<file path="src/rtl/alu_input_mux_a_pkg.sv">
// Shared CPU datapath constants: default width and the ALU operand mux
// select encodings (operand A and operand B).
package alu_input_mux_a_pkg;

    // Default datapath width in bits.
    localparam int DATA_W = 32;

    // Operand-A select encodings.
    localparam logic SEL_PC  = 1'b1;
    localparam logic SEL_RS1 = 1'b0;

    // Operand-B select encodings.
    localparam logic SEL_B_RS2 = 1'b0;
    localparam logic SEL_B_IMM = 1'b1;

endpackage

</file>
<file path="src/rtl/alu_input_mux_a.sv">
// ALU operand-A mux: chooses the program counter or register-file port 1.
// The combinational output is independent of clk/rst. A registered copy of
// the operand and select, plus a sticky "PC was ever selected" flag, are
// provided for downstream pipeline and debug use.
module alu_input_mux_a
    import alu_input_mux_a_pkg::*;
#(
    parameter int N = DATA_W
) (
    input  logic         clk,
    input  logic         rst,
    input  logic [N-1:0] pc_in,
    input  logic [N-1:0] data1,
    input  logic         A_select,
    output logic [N-1:0] out,
    output logic [N-1:0] out_q,
    output logic         sel_q,
    output logic         pc_used
);

    // The conditional operator merges both inputs bitwise when the select
    // is unknown, so agreeing bits stay known.
    assign out = (A_select == SEL_PC) ? pc_in : data1;

    // Register the operand and select; pc_used latches once PC is sampled.
    always_ff @(posedge clk or posedge rst) begin
        if (rst) begin
            out_q   <= '0;
            sel_q   <= 1'b0;
            pc_used <= 1'b0;
        end else begin
            out_q <= out;
            sel_q <= A_select;
            if (A_select == SEL_PC)
                pc_used <= 1'b1;
        end
    end

endmodule

</file>
<file path="config.mk">
export PLATFORM = sky130hd
export DESIGN_NAME = alu_input_mux_a
export DESIGN_NICKNAME = d
export VERILOG_FILES = /design/src/rtl/alu_input_mux_a_pkg.sv /design/src/rtl/alu_input_mux_a.sv
export SDC_FILE = /design/constraint.sdc
export NUM_CORES = 1
export LEC_CHECK = 0
export CAP_MARGIN = 5
export CORE_MARGIN = 2
export CORE_UTILIZATION = 32
export CTS_BUF_LIST = sky130_fd_sc_hd__clkbuf_16
export CTS_CLUSTER_DIAMETER = 40
export DETAILED_ROUTE_END_ITERATION = 8
export HOLD_SLACK_MARGIN = 0.08
export PLACE_DENSITY = 0.89
export SLEW_MARGIN = 20
export SYNTH_ARGS = -nofsm -noshare
export SYNTH_HDL_FRONTEND = slang
export SYNTH_SLANG_ARGS = --single-unit
</file>
<file path="constraint.sdc">
create_clock -name clk -period 1.7 [get_ports clk]
set_input_delay 0.255 -clock clk [delete_from_list [all_inputs] [get_ports clk]]
set_output_delay 0.255 -clock clk [all_outputs]
set_load 0.02 [all_outputs]
</file>
==> impl_metrics.yaml <==
floorplanning:
  die_area_um2: 4920
  fp.dieH_um: 70.2
  core-area_um2: 4290
  dieWidth_um: 70.2
  start_util_pct: 32.6
  rows: 24
  io_pins: 133
grt:
  grtUsageTotal_pct: 16.6
  grt_start_max_net_pins: 23
  gr-total-overflow: 0
  antenna_found_initial: 0
  grt_pass1_wl_mm: 6.17
  grt_pass1_vias: 1230
critical_path:
  crit_path_cell_trace: "clkdlybuf4s50_1, mux2_4, dlygate4sd2_1"
  crit_slowest_cell: "clkdlybuf4s50_1"
  cp_data_arrival_time_ns: 1.30
  cp-end-kind: "output pin"
  worst-path-buf-inv: 2
  worstPathRequired_ns: 1.44
  criticalPathCategory: "in -> out"
  crit_fanout: 2
  critPathLaunchType: "primary input"
  slowest_delay_ns: 0.43
  crit_family: "buffers and inverters"
status:
  status: "finished clean"
synth:
  ys_warn_count: 0
  syn_area_per_cell_um2: 19.5
  syn_inst: 72
  syn_area_um2: 1400
  synth_nets: 139
  synth-seq-cells: 34
  synth.distinct_cells: 7
  yosysSeqAreaShare_pct: 60.7
final_layout:
  layout_common_cells: "clkdlybuf4s50_1, dfrtp_1, dlygate4sd2_1, mux2_4, buf_4"
  nNetsFinal: 283
  finish.utilization_pct: 67.5
  final.fill_count: 354
  syn2layout_area_growth_pct: 107
  layout_commonest_cell: "clkdlybuf4s50_1"
  drive_gt1_share_pct: 21.8
  insertedDiodeCount: 0
  final_cell_count_no_fill: 268
placed_design:
  dp_hpwl_mm: 3.19
  placed_cells: 261
  post-place-ws_ns: -0.0561
  gp_congestion: 0.714
  io_buffers: 132
route:
  firstDrtPassIters: 4
  drc_errors: 0
  route.met2.wl_mm: 2.21
  wl_met3_um: 411
  wire_per_inst_um: 14.3
  highest_layer: "met4"
  num_vias: 1149
  drt_iter0_drc: 7
  vias_per_cell: 4.29
  m1WireLength_mm: 1.20
  antenna_left: 0
  drt-total-wl_mm: 3.83
clock_tree:
  path_clk_slew_ns: 0.05
  cts_buffer_depth: 2
  worstSkewPairLatency_ns: 0.26
  postCtsSetupBuffers: 0
  cts_htree_levels: 2
  cts_tree: "yes"
  clock_sinks: 34
  cts_hold_buf: 0
  cts_resized: 32
  cts_made_buffers: 5
  cts-root-buf: "clkbuf_16"
power_and_ir_drop:
  total_power_uw: 2370
  p_leak_uw: 0.00133
  p_per_area_nw_per_um2: 819
  ir_worst_vdd_mv: 0.506
sta:
  slew_violations: 0
  setup_viol: 0
  slew_headroom_pct: 81.2
  post-route-period-util_pct: 91.6
  hold_viol_final: 0
  finalWorstSetupSlack_ns: 0.143
  fin_crit_ns: 1.56
  max_freq_mhz: 642
  rsz0062_at_grt: "false"
  worstMarginPinSlew_ns: 0.282
  finClkSkew_ns: 0
job:
  cap_violations: 0
min_path:
  hold_class: "in -> async"
[routing by layer]
metal	track usage (%)	vias up
met1	15.4	544
met2	31.5	71
met3	8.66	2
li1	-	532
met5	0	-
met4	4.49	0
[registers in the layout, summed over array words and instances, names as in the netlist]
name     flops
pc_used      1
sel_q        1
out_q       32
[power by group]
part / switching [uW] / total [uW] / internal [uW]
registers: 14.9 / 884 / 870
clock network: 284 / 805 / 521
logic: 292 / 682 / 391
total: 590 / 2370 / 1780
[final cells by class]
class,count,area (um^2),area share (%)
Timing Repair Buffer,141,1370,47.3
Tap cell,52,65.1,2.25
Clock inverter,2,7.51,0.259
Sequential cell,34,851,29.4
Inverter,1,3.75,0.130
Multi-Input combinational cell,33,475,16.4
Clock buffer,5,125,4.32
[worst paths after layout]
| path | startpoint | endpoint | slack [ns] | depth (start not counted) |
|---|---|---|---|---|
| worst min-delay path | rst | out_q[4] | 0.30 | 3 |
| worst max-delay path | data1[17] | out[17] | 0.14 | 3 |
| worst min register to register | pc_used | pc_used | 0.46 | 1 |
| max in group asynchronous | rst | out_q[16] | 1.13 | 3 |
| worst max register to register | pc_used | pc_used | 1.02 | 1 |
| min in group clk | A_select | sel_q | 0.33 | 2 |
[metrics by stage]
stage / TNS, ns / hold WS, ns / area (um^2)
after detailed placement: -1.08 / 0.454 / 2800
after global routing: 0 / 0.326 / 2900
after CTS: 0 / 0.296 / 2900
after floorplan: 0 / 0.286 / 1400
after global placement: -0.844 / 0.450 / 2800
final: 0 / 0.296 / 2900
[synth_stat cells]
library cell | n | share of area [%]
dfrtp_1 | 34 | 61
mux2_4 | 29 | 31
buf_12 | 3 | 4.3
mux2_2 | 3 | 2.4
buf_6 | 1 | 0.80
inv_1 | 1 | 0.27
or2_1 | 1 | 0.45
[logic make-up (layout without fill, tap and decap cells)]
logic type,Yosys count,count (layout),synth area share [%]
and+or+nand+nor,1,1,0.447
DFF,34,34,60.7
buffers and inverters,5,149,5.36
muxes,32,32,33.5
Note: power is estimated with default switching activity, not from simulation.
